`src/rtl/darkdma_pkg.sv`:
```
// Shared types and constants for the darkdma word-copy engine.
package darkdma_pkg;

    typedef enum logic [1:0] {
        IDLE = 2'd0,
        RD   = 2'd1,
        WR   = 2'd2,
        FIN  = 2'd3
    } state_t;

    localparam logic [3:0]  BE_WORD   = 4'hF;
    localparam logic [31:0] ADDR_STEP = 32'd4;

endpackage

```
`src/rtl/darkdma_timer.sv`:
```
// Wait-state counter for a bus initiator: counts cycles an access spends
// unacknowledged and flags the cycle in which the count reaches TIMEOUT.
module darkdma_timer #(
    parameter int TIMEOUT = 64
) (
    input  logic XCLK,
    input  logic XRES,
    input  logic clr,
    input  logic en,
    output logic expired
);

    logic [16:0] cnt;

    always_ff @(posedge XCLK or posedge XRES) begin
        if (XRES) begin
            cnt <= '0;
        end else if (clr) begin
            cnt <= '0;
        end else if (en) begin
            cnt <= cnt + 17'd1;
        end
    end

    // Fires during the TIMEOUT-th unacknowledged cycle, so the access drops next cycle.
    assign expired = en && ((cnt + 17'd1) == 17'(TIMEOUT));

endmodule

```
`src/rtl/darkdma.sv`:
```
// Word-copy DMA initiator: reads LEN words from SRC and writes them to DST,
// one read then one write per word, with a per-access wait-state timeout.
module darkdma
    import darkdma_pkg::*;
#(
    parameter int LENW    = 16,
    parameter int TIMEOUT = 64
) (
    input  logic            XCLK,
    input  logic            XRES,
    input  logic            START,
    input  logic            ABORT,
    input  logic [31:0]     SRC,
    input  logic [31:0]     DST,
    input  logic [LENW-1:0] LEN,
    output logic            BUSY,
    output logic            DONE,
    output logic            ERR,
    output logic            BUS_EN,
    output logic            BUS_RE,
    output logic            BUS_WE,
    output logic [3:0]      BUS_BE,
    output logic [31:0]     BUS_ADDR,
    output logic [31:0]     BUS_WDATA,
    input  logic [31:0]     BUS_RDATA,
    input  logic            BUS_RACK,
    input  logic            BUS_WACK
);

    state_t          state, state_n;
    logic [31:0]     src, dst, hold;
    logic [31:0]     src_n, dst_n, hold_n;
    logic [LENW-1:0] rem, rem_n;
    logic            err_n;
    logic            expired, ack, tmr_clr, tmr_en;

    logic            en_n, re_n, we_n, busy_n, done_n;
    logic [3:0]      be_n;
    logic [31:0]     addr_n, wdata_n;

    assign tmr_en  = (state == RD) || (state == WR);
    assign ack     = BUS_EN && (((state == RD) && BUS_RACK) || ((state == WR) && BUS_WACK));
    assign tmr_clr = ack || (state_n != state);

    darkdma_timer #(.TIMEOUT(TIMEOUT)) u_timer (
        .XCLK    (XCLK),
        .XRES    (XRES),
        .clr     (tmr_clr),
        .en      (tmr_en),
        .expired (expired)
    );

    always_ff @(posedge XCLK or posedge XRES) begin
        if (XRES) begin
            state     <= IDLE;
            src       <= '0;
            dst       <= '0;
            hold      <= '0;
            rem       <= '0;
            ERR       <= 1'b0;
            BUSY      <= 1'b0;
            DONE      <= 1'b0;
            BUS_EN    <= 1'b0;
            BUS_RE    <= 1'b0;
            BUS_WE    <= 1'b0;
            BUS_BE    <= '0;
            BUS_ADDR  <= '0;
            BUS_WDATA <= '0;
        end else begin
            state     <= state_n;
            src       <= src_n;
            dst       <= dst_n;
            hold      <= hold_n;
            rem       <= rem_n;
            ERR       <= err_n;
            BUSY      <= busy_n;
            DONE      <= done_n;
            BUS_EN    <= en_n;
            BUS_RE    <= re_n;
            BUS_WE    <= we_n;
            BUS_BE    <= be_n;
            BUS_ADDR  <= addr_n;
            BUS_WDATA <= wdata_n;
        end
    end

    // Priority inside an access: ABORT, then timeout, then ack.
    always_comb begin
        state_n = state;
        src_n   = src;
        dst_n   = dst;
        hold_n  = hold;
        rem_n   = rem;
        err_n   = ERR;
        case (state)
            IDLE: begin
                if (START) begin
                    err_n = 1'b0;
                    if (LEN != '0) begin
                        src_n   = SRC & ~32'h3;
                        dst_n   = DST & ~32'h3;
                        rem_n   = LEN;
                        state_n = RD;
                    end else begin
                        state_n = FIN;
                    end
                end
            end
            RD: begin
                if (ABORT) begin
                    state_n = IDLE;
                end else if (expired) begin
                    err_n   = 1'b1;
                    state_n = IDLE;
                end else if (ack) begin
                    hold_n  = BUS_RDATA;
                    state_n = WR;
                end
            end
            WR: begin
                if (ABORT) begin
                    state_n = IDLE;
                end else if (expired) begin
                    err_n   = 1'b1;
                    state_n = IDLE;
                end else if (ack) begin
                    src_n   = src + ADDR_STEP;
                    dst_n   = dst + ADDR_STEP;
                    rem_n   = rem - LENW'(1);
                    state_n = (rem == LENW'(1)) ? FIN : RD;
                end
            end
            FIN:     state_n = IDLE;
            default: state_n = IDLE;
        endcase
    end

    // Bus outputs are registered from the next state and next address/data values.
    always_comb begin
        re_n    = (state_n == RD);
        we_n    = (state_n == WR);
        en_n    = re_n || we_n;
        busy_n  = en_n;
        done_n  = (state_n == FIN);
        be_n    = we_n ? BE_WORD : 4'h0;
        addr_n  = re_n ? src_n : (we_n ? dst_n : 32'h0);
        wdata_n = we_n ? hold_n : 32'h0;
    end

endmodule
```
`config.mk`:
```
export PLATFORM = sky130hd
export DESIGN_NAME = darkdma
export DESIGN_NICKNAME = d
export VERILOG_FILES = /design/src/rtl/darkdma_pkg.sv /design/src/rtl/darkdma_timer.sv /design/src/rtl/darkdma.sv
export SDC_FILE = /design/constraint.sdc
export NUM_CORES = 1
export LEC_CHECK = 0
export BUFFER_PORTS_ARGS = -buffer_cell sky130_fd_sc_hd__buf_2
export CAP_MARGIN = 25
export CORE_ASPECT_RATIO = 1.25
export CORE_MARGIN = 10
export CORE_UTILIZATION = 28
export DETAILED_ROUTE_END_ITERATION = 12
export SLEW_MARGIN = 20
export SYNTH_ARGS = -nofsm -noshare
export SYNTH_HDL_FRONTEND = slang
export SYNTH_SLANG_ARGS = --single-unit
```
`constraint.sdc`:
```
create_clock -name XCLK -period 11.3 [get_ports XCLK]
set_input_delay 1.13 -clock XCLK [delete_from_list [all_inputs] [get_ports XCLK]]
set_output_delay 1.13 -clock XCLK [all_outputs]
set_load 0.1 [all_outputs]
```
* Word level (Yosys, flattened, before mapping)
Cells that the tools add are included.
** Storage, ports and cells
- Flip-flop bits (word level) :: 204
- Output and inout port bits :: 74
- Word-level logic and storage cells :: 92
** Operators by class
- Add/subtract/negate cells :: 4
- Eq/ne operators :: 16
- Muxes and demuxes :: 42
- Reduce and logical (&&, ||, !) cells :: 16
** Operators with widths (number)
- $mux W32 :: 17
- $pmux W32 S2 :: 2
- $mux W16 :: 5
- $add A32 B3 Y32 const B :: 2
- $mux W17 :: 2
- $pmux W16 S2 :: 1
- $mux W2 :: 9
- $add A17 B1 Y17 const B :: 1
- $eq A17 B7 Y1 const B :: 1
- $eq A16 B1 Y1 const B :: 1
- $reduce_bool A16 Y1 :: 1
- $sub A16 B1 Y16 const B :: 1
- $ne A2 B2 Y1 const B :: 6
- $eq A2 B2 Y1 const B :: 4
- $pmux W2 S4 :: 1
- $reduce_and A6 Y1 :: 1
- $reduce_bool A2 Y1 :: 3
- $eq A2 B1 Y1 const B :: 2
- $logic_and A1 B1 Y1 :: 4
- $logic_or A1 B1 Y1 :: 4
- $mux W4 :: 1
- $reduce_and A4 Y1 :: 1
- $mux W1 :: 3
- $logic_not A2 Y1 :: 1
- other kinds (4) :: 4

* Logic depth before layout (Yosys ltp)
Gate-level depths: netlist of the first run.
- Depth in word-level cells :: 11
- Depth in mapped cells :: 20
- Gate-level depth less buffers :: 15

* By module
Synthesis of the first run repeated with hierarchy kept, for this count alone.
** Unflattened totals
- Cells, all modules :: 1120
- Area total of the unflattened synthesis :: 10687.8 µm²
** By module, submodules not included
- darkdma :: times used 1, cells each 1005, area each 9658.0 µm², seq. area each 4579.4 µm²
- darkdma_timer :: times used 1, cells each 115, area each 1029.7 µm², seq. area each 425.4 µm²

* Worst setup path before layout of the first run
Ideal clock, no wire load.
- Path type :: reg-to-reg
- Start :: register u_timer.cnt[0]
- End :: register BUS_ADDR[21]
- Library setup time :: 119 ps
- Arrival :: 3780 ps
- Slack :: 7401 ps
- Stages on the path, launching flop included :: 18
- Path buffers :: 3
- Period minus slack after synthesis :: 3899 ps
- Path through :: dfrtp_1 > ha_1 > buf_2 > nand4_1 > or3_4 > a221oi_4 > a31o_1 > buf_6 > buf_2 > a211oi_1 > o221a_2 > inv_1 > ha_1 > clkinv_1 > nand2_1 > nor2_1 > a222oi_1 > a21bo_2
** On the way
- Elaborated cells on any way between the ends :: 18
** RTL lines
- start, declared :: line darkdma_timer.sv:13 : logic [16:0] cnt;
- start signal, assigned :: line darkdma_timer.sv:21 : cnt <= cnt + 17'd1;
- $add A17 B1 Y17 * :: line darkdma_timer.sv:26 : assign expired = en && ((cnt + 17'd1) == 17'(TIMEOUT));
- $eq A17 B7 Y1 * :: line darkdma_timer.sv:26
- $logic_and A1 B1 Y1 * :: line darkdma_timer.sv:26
- $mux W2 (on tied branches) :: line darkdma.sv:123, darkdma.sv:112
- $mux W2 (on tied branches) :: line darkdma.sv:121, darkdma.sv:110
- $pmux W2 S4 * :: line darkdma.sv:95 : case (state)
- via state_n[1] :: line darkdma.sv:30 : state_t state, state_n;
- $eq A2 B1 Y1 * :: line darkdma.sv:140 : re_n = (state_n == RD);
- via re_n :: line darkdma.sv:37 : logic en_n, re_n, we_n, busy_n, done_n;
- $mux W32 * :: line darkdma.sv:146 : addr_n = re_n ? src_n : (we_n ? dst_n : 32'h0);
- via addr_n[21] :: line darkdma.sv:39 : logic [31:0] addr_n, wdata_n;
- end signal, assigned :: line darkdma.sv:82 : BUS_ADDR <= addr_n;
- end, declared :: line darkdma.sv:23 : output logic [31:0] BUS_ADDR,
The timed path passes the listed nets; every way through them passes the cells marked *.
A chain may end at the register's enable or synchronous reset.

* Worst setup path in the final report of the first run
Same ends and word-level chain as after synthesis.

==> results of run 1 <==
## layout make-up
type                            count  area [um2]  share of cell area (%)
Clock inverter                     15         185                    1.44
Timing Repair Buffer              201        1040                    8.12
Inverter                           24        97.6                   0.758
Sequential cell                   200        5000                    38.9
Antenna cell                        4        10.0                  0.0778
Multi-Input combinational cell    802        5490                    42.6
Clock buffer                       17         425                    3.30
Tap cell                          492         616                    4.78
## layer usage
layer	global-route usage [%]	vias to the layer above	wire length [um]
met4	6.12	8	1230
met3	4.33	65	2570
li1	-	4361	-
met2	24.1	364	17000
met5	0	-	45
met1	18.3	4604	15400
## cell usage after synthesis (11+ instances only)
cell / n
a21o_1: 20
a21oi_1: 45
a22o_1: 45
a22oi_1: 15
a31oi_1: 12
and2_1: 48
and3_1: 14
buf_2: 16
clkbuf_1: 52
dfrtp_1: 200
ha_1: 12
inv_1: 22
mux2_2: 40
mux2i_1: 23
nand2_1: 85
nand3_1: 43
nand4_1: 30
nor2_1: 63
nor3_1: 28
nor4_1: 23
o21ai_0: 36
o21bai_1: 22
o221ai_1: 17
o22ai_1: 11
or3_1: 15
xnor2_1: 37
xor2_1: 33
## flip-flops by register name, summed over array words and instances, names as in the netlist
name / cells
BUS_BE: 1
state: 2
BUS_RE: 1
BUS_ADDR: 32
rem: 16
ERR: 1
dst: 32
u_timer.cnt: 17
BUS_WDATA: 32
src: 32
DONE: 1
BUS_EN: 1
hold: 32
## power by group through the flow
stage,clock network (mW),logic (mW),registers [mW]
global route,0.694,2.09,1.24
global placement,0,1.90,1.21
CTS,0.665,1.94,1.20
detailed placement,0,1.94,1.21
floorplan,0,1.06,1.61
finish,0.652,1.94,1.21
## metrics by stage
stage	utilization (%)	cell area, um2	hold slack (ns)
after floorplan	-	10900	0.451
after global placement	31.9	12200	0.466
after detailed placement	32.0	12300	0.471
after CTS	33.6	12900	0.494
after global routing	33.6	12900	0.503
final	33.6	12900	0.490
## critical path, cell delays in order (launching register included)
cell      delay [ns]
dfrtp_1         0.50
ha_1            0.48
nand4_1         0.16
or3_4           0.42
a221oi_4        0.55
a31o_1          0.21
buf_4           0.35
a211oi_1        0.11
o221a_2         0.31
inv_1           0.06
ha_1            0.16
clkinv_1        0.37
nand2_1         0.52
nor2_1          0.23
buf_6           0.22
a222oi_1        0.28
a21bo_2         0.28
## final timing paths
check	from	to	slack (ns)	cells past startpoint
max in group asynchronous	XRES	src[21]	9.31	3
max	u_timer.cnt[0]	BUS_ADDR[21]	5.95	16
min reg2reg	hold[13]	hold[13]	0.49	1
min	hold[13]	hold[13]	0.49	1
max reg2reg	u_timer.cnt[0]	BUS_ADDR[21]	5.95	16
min in group asynchronous	XRES	hold[31]	0.78	2
## cell usage in the layout (no fill, tap or decap), types with 20 or more instances in the layout
cell / Yosys / final
nor3_1: 28 / 28
nor4_1: 23 / 23
mux2i_1: 23 / 23
xnor2_1: 37 / 37
inv_1: 22 / 21
dfrtp_1: 200 / 200
and2_1: 48 / 48
a21o_1: 20 / 20
o21ai_0: 36 / 36
mux2_2: 40 / 40
xor2_1: 33 / 33
a22o_1: 45 / 45
nand3_1: 43 / 42
o21bai_1: 22 / 22
nand2_1: 85 / 85
buf_2: 16 / 187
nand4_1: 30 / 30
a21oi_1: 45 / 44
nor2_1: 63 / 63
## logic make-up (layout without fill, tap and decap cells)
logic type               after synthesis  count (layout)  synth area share, %
AND/OR/NAND/NOR                      384             384                 18.4
XOR/XNOR                              70              70                 5.62
AO/OA/AOI/OAI                        273             273                 18.2
adder cells (fa/ha/maj)               12              12                 1.38
flip-flops                           200             200                 45.9
other                                  0               4                    0
buffers and inverters                108             257                 4.28
multiplexers                          63              63                 6.24
==> run_results.csv, run 1 <==
group,metric,value,unit
die,start_util,28.5,%
power,p_int,1.90,mW
clock_tree,hold_buffers,0,
clock_tree,cts_post_setup_buffers_inserted,0,
synth,yosysSeqAreaShare,45.9,%
synth,yosysTopAreaCellShare,45.9,%
clock_tree,cts_tree,"yes",
final_layout,instances_no_fill,1755,
synth,yosysTopAreaCell,"dfrtp_1",
die,num_rows,80,
power,pwr-share-seq,31.8,%
placement,pre_cts_ws,6.09,ns
die,die_area,0.0473,mm2
worst_setup_path,worst-path-max-fanout,27,
die,core_area,0.0383,mm2
sta,maxSlewViolCount,0,
clock_tree,clock_latency,0.47,ns
detailed_routing,drcViolationCount,0,
clock_tree,root_buffer,"clkbuf_16",
sta,final_hold_viol_count,0,
sta,finalCritPeriodShare,47.4,%
sta,max_clock_freq,0.187,GHz
synth,syn_inst,1110,
clock_tree,cts.repair.resized,0,
sta,min_period,5.35,ns
placement,placed_cells,1719,
die,die_w,197,um
sta,skew,0.0158,ns
worst_setup_path,worstPathRequired,11.65,ns
global_route,antenna_found_initial,7,
power,swShare,49.9,%
global_route,grt_max_degree,99,
detailed_routing,totalWireLength,36200,um
worst_setup_path,cp_data_arrival_time,5.70,ns
worst_setup_path,endpoint_kind,"register",
global_route,grt_pass1_wl,55400,um
global_route,first_global_vias,9399,
power,power,3.80,mW
detailed_routing,initialDrtViolationCount,777,
die,io_pins,192,
clock_tree,cts_max_path_buffers,2,
detailed_routing,routed-via-count,9402,
placement,portBuffers,187,
synth,yosysWarnings,0,
synth,synth_edf_count,0,
synth,ys.flop_type,"dfrtp_1",
synth,synth_cell_type_count,69,
final_layout,drive_above_1_share,23.0,%
placement,gp_congestion,0.846,
clock_tree,clkTransAtPathRegs,0.07,ns
power,p_clk_share,17.2,%
clock_tree,h-tree-depth,4,
power,switchingPower,1.90,mW
detailed_routing,post_drt_via_cell_ratio,5.36,
sta,timing_worst_slew_pin_value,1.04,ns
worst_setup_path,setup.worst_path.class,"register to register",
detailed_routing,drtAntennaViolNets,0,
detailed_routing,dr.pass1.iters,6,
job,cap_violations,0,
final_layout,fill_cells,3995,
worst_setup_path,worstSetupStartpointType,"register",
final_layout,syn_to_final_growth,17.9,%
power,ir_worst_vdd,139,uV
power,powerDensity,295,mW/mm2
synth,ys_seq_elements,200,
worst_hold_path,hold_class,"register to register",
run_status,status,"finished, final reports clean",
clock_tree,cts_sinks,200,
global_route,grt_overflow,0,
sta,rsz0062_at_grt,"false",
placement,dp_hpwl,25500,um
sta,finalSetupTns,0,ns
sta,timing.final.ws_setup,5.95,ns
die,die_h,241,um
synth,syn-cell-area,0.0109,mm2
final_layout,nets,1376,
synth,syn_avg_cell_area,9.83,um2
synth,synthArstFlopShare,100,%
global_route,grt_usage,14.9,%
sta,setup_viol,0,
clock_tree,cts_made_buffers,17,
synth,ys_top_cells_by_area,"dfrtp_1, mux2_2, a22o_1",
power,power_frac_comb,51.0,%
detailed_routing,wl_per_cell,20.6,um
power,p_leak,5.80,nW
synth,synth_nets,1240,
sta,relSlewSlack,30.3,%
Power figures use the tool's default switching activity.
==> run 2: changes to the inputs <==
clock period = 4.85 ns   (was 11.3 ns; I/O delays follow)
==> run 2 against run 1 <==
Flip-flop and latch count did not move. Sequential power rose by 130%. Register-to-register slack got worse by 5.4 ns. Combinational power rose by 140%. Sequential share of layout area fell by 0.57 points. Hold slack got worse by 0.27 ns. Routed wire length barely moved. Count of clock-buffer cells in the layout did not move. Power rose by 140%. Via count rose by 1.4%. Setup slack got worse by 5.4 ns. Critical endpoint is now BUS_ADDR[20]. Highest routed layer unchanged.
==> run_results.csv, run 2 (same netlist as run 1, synthesis figures left out) <==
group,metric,value,unit
power,p_leak,5.92,nW
clock_tree,cts_max_path_buffers,2,
global_route,grt_overflow,0,
detailed_routing,drcViolationCount,0,
detailed_routing,totalWireLength,36200,um
clock_tree,cts_sinks,200,
worst_setup_path,r2r_slack,0.57,ns
final_layout,final_cell_mix,"dfrtp_1, buf_2, nand2_1",
die,io_pins,192,
worst_setup_path,worst-path-max-fanout,21,
sta,setup_viol,0,
clock_tree,clkTransAtPathRegs,0.08,ns
worst_setup_path,cp_num_buf_inv,4,
sta,finalSetupTns,0,ns
power,p_int,4.54,mW
die,start_util,28.5,%
sta,min_period,4.28,ns
clock_tree,hold_buffers,0,
final_layout,drive_above_1_share,24.1,%
detailed_routing,post_drt_via_cell_ratio,5.37,
power,p_clk_share,17.1,%
clock_tree,root_buffer,"clkbuf_16",
die,num_rows,80,
final_layout,nets,1397,
global_route,grt_max_degree,157,
global_route,grt_pass1_wl,55800,um
power,ir_worst_vdd,362,uV
final_layout,mostFrequentLayoutCell,"dfrtp_1",
global_route,antenna_found_initial,7,
power,switchingPower,4.44,mW
global_route,first_global_vias,9493,
power,power,8.98,mW
worst_hold_path,hold_class,"input port to asynchronous set/reset pin",
clock_tree,clock_latency,0.47,ns
worst_setup_path,worstPathRequired,5.21,ns
die,die_h,241,um
sta,final_hold_viol_count,0,
sta,timing_worst_slew_pin_value,0.960,ns
die,die_w,197,um
clock_tree,cts.repair.resized,0,
sta,max_clock_freq,0.233,GHz
clock_tree,h-tree-depth,4,
detailed_routing,routed-via-count,9530,
worst_setup_path,crit_family,"simple AND/OR/NAND/NOR gates",
worst_setup_path,endpoint_kind,"register",
clock_tree,cts_post_setup_buffers_inserted,0,
worst_setup_path,setup.worst_path.class,"register to register",
worst_setup_path,max_stage_delay,0.50,ns
worst_setup_path,cp_slowest_cell,"dfrtp_1",
detailed_routing,dr.pass1.iters,5,
worst_setup_path,worstSetupStartpointType,"register",
sta,rsz0062_at_grt,"false",
run_status,status,"finished, final reports clean",
power,powerDensity,688,mW/mm2
clock_tree,cts_made_buffers,17,
final_layout,syn_to_final_growth,19.7,%
global_route,grt_usage,15.1,%
die,die_area,0.0473,mm2
power,power_frac_comb,51.5,%
power,pwr-share-seq,31.4,%
sta,finalCritPeriodShare,88.3,%
sta,maxSlewViolCount,0,
worst_setup_path,crit_top_cell,"buf_4",
power,swShare,49.4,%
detailed_routing,initialDrtViolationCount,838,
worst_setup_path,cp_data_arrival_time,4.65,ns
sta,relSlewSlack,36.0,%
placement,dp_hpwl,26300,um
detailed_routing,drtAntennaViolNets,0,
die,core_area,0.0383,mm2
placement,portBuffers,187,
job,cap_violations,0,
clock_tree,cts_tree,"yes",
worst_setup_path,crit_chain,"ha_1 -> nand4_1 -> or3_4 -> a221oi_4 -> buf_4 -> a31o_1 -> a211oi_1 -> o22ai_1 -> inv_1 -> ha_1 -> buf_4 -> nor2b_2 -> nand2_1 -> buf_4 -> o221ai_1",
sta,skew,0.0120,ns
detailed_routing,wl_per_cell,20.4,um
placement,gp_congestion,0.886,
[run 2: cell types whose count changed in the layout (fill, tap and decap cells not counted), sizes merged]
cell	before	now
diode	4	3
buf	201	222
clkinvlp	2	1
clkinv	6	5
inv	29	31
[run 2: stage by stage]
stage	std cells	hold WS [ns]	cell area (um2)	util [%]	worst slack (ns)
floorplan	1110	0.451	10900	-	0.951
global placement	1740	0.467	12400	32.4	0.700
detailed placement	1740	0.471	12400	32.4	0.589
CTS	1772	0.217	13100	34.1	0.573
global route	1772	0.243	13100	34.1	0.251
finish	1775	0.216	13100	34.1	0.565
[run 2: path summary, 6_finish.rpt]
kind                                 from      endpoint  cells past startpoint
max                        u_timer.cnt[0]  BUS_ADDR[20]                     15
min reg2reg                        src[1]        src[1]                      1
min                                  XRES       hold[4]                      3
min in group XCLK            BUS_RDATA[1]       hold[1]                      2
max in group asynchronous            XRES      hold[29]                      3
max reg2reg                u_timer.cnt[0]  BUS_ADDR[20]                     15
[run 2: worst reg2reg max path, cell delays in order, from the launching register on]
cell and delay (ns):
dfrtp_1 0.50, ha_1 0.46, nand4_1 0.20, or3_4 0.42, a221oi_4 0.28, buf_4 0.21
a31o_1 0.25, a211oi_1 0.07, o22ai_1 0.22, inv_1 0.12, ha_1 0.23, buf_4 0.25
nor2b_2 0.38, nand2_1 0.09, buf_4 0.24, o221ai_1 0.28
[run 2: layout make-up]
type                            instances  area, um2
Fill cell                            3979      25300
Antenna cell                            3       7.51
Sequential cell                       200       5000
Multi-Input combinational cell        802       5480
Tap cell                              492        616
Inverter                               24       93.8
Timing Repair Buffer                  222       1240
Clock buffer                           17        425
Clock inverter                         15        196
[run 2: power groups by stage]
stage,logic (mW),registers (mW),clock network [mW]
3_5_place_dp,4.62,2.84,0
5_1_grt,4.98,2.91,1.64
2_1_floorplan,2.48,3.76,0
6_report,4.62,2.82,1.54
4_1_cts,4.63,2.82,1.58
3_3_place_gp,4.55,2.82,0
[run 2: routing by layer]
| metal | wire length, um | GRT usage [%] |
|---|---|---|
| met1 | 15300 | 18.4 |
| met2 | 17200 | 24.5 |
| met3 | 2550 | 4.25 |
| met4 | 1160 | 6.30 |
| met5 | 47 | 0 |
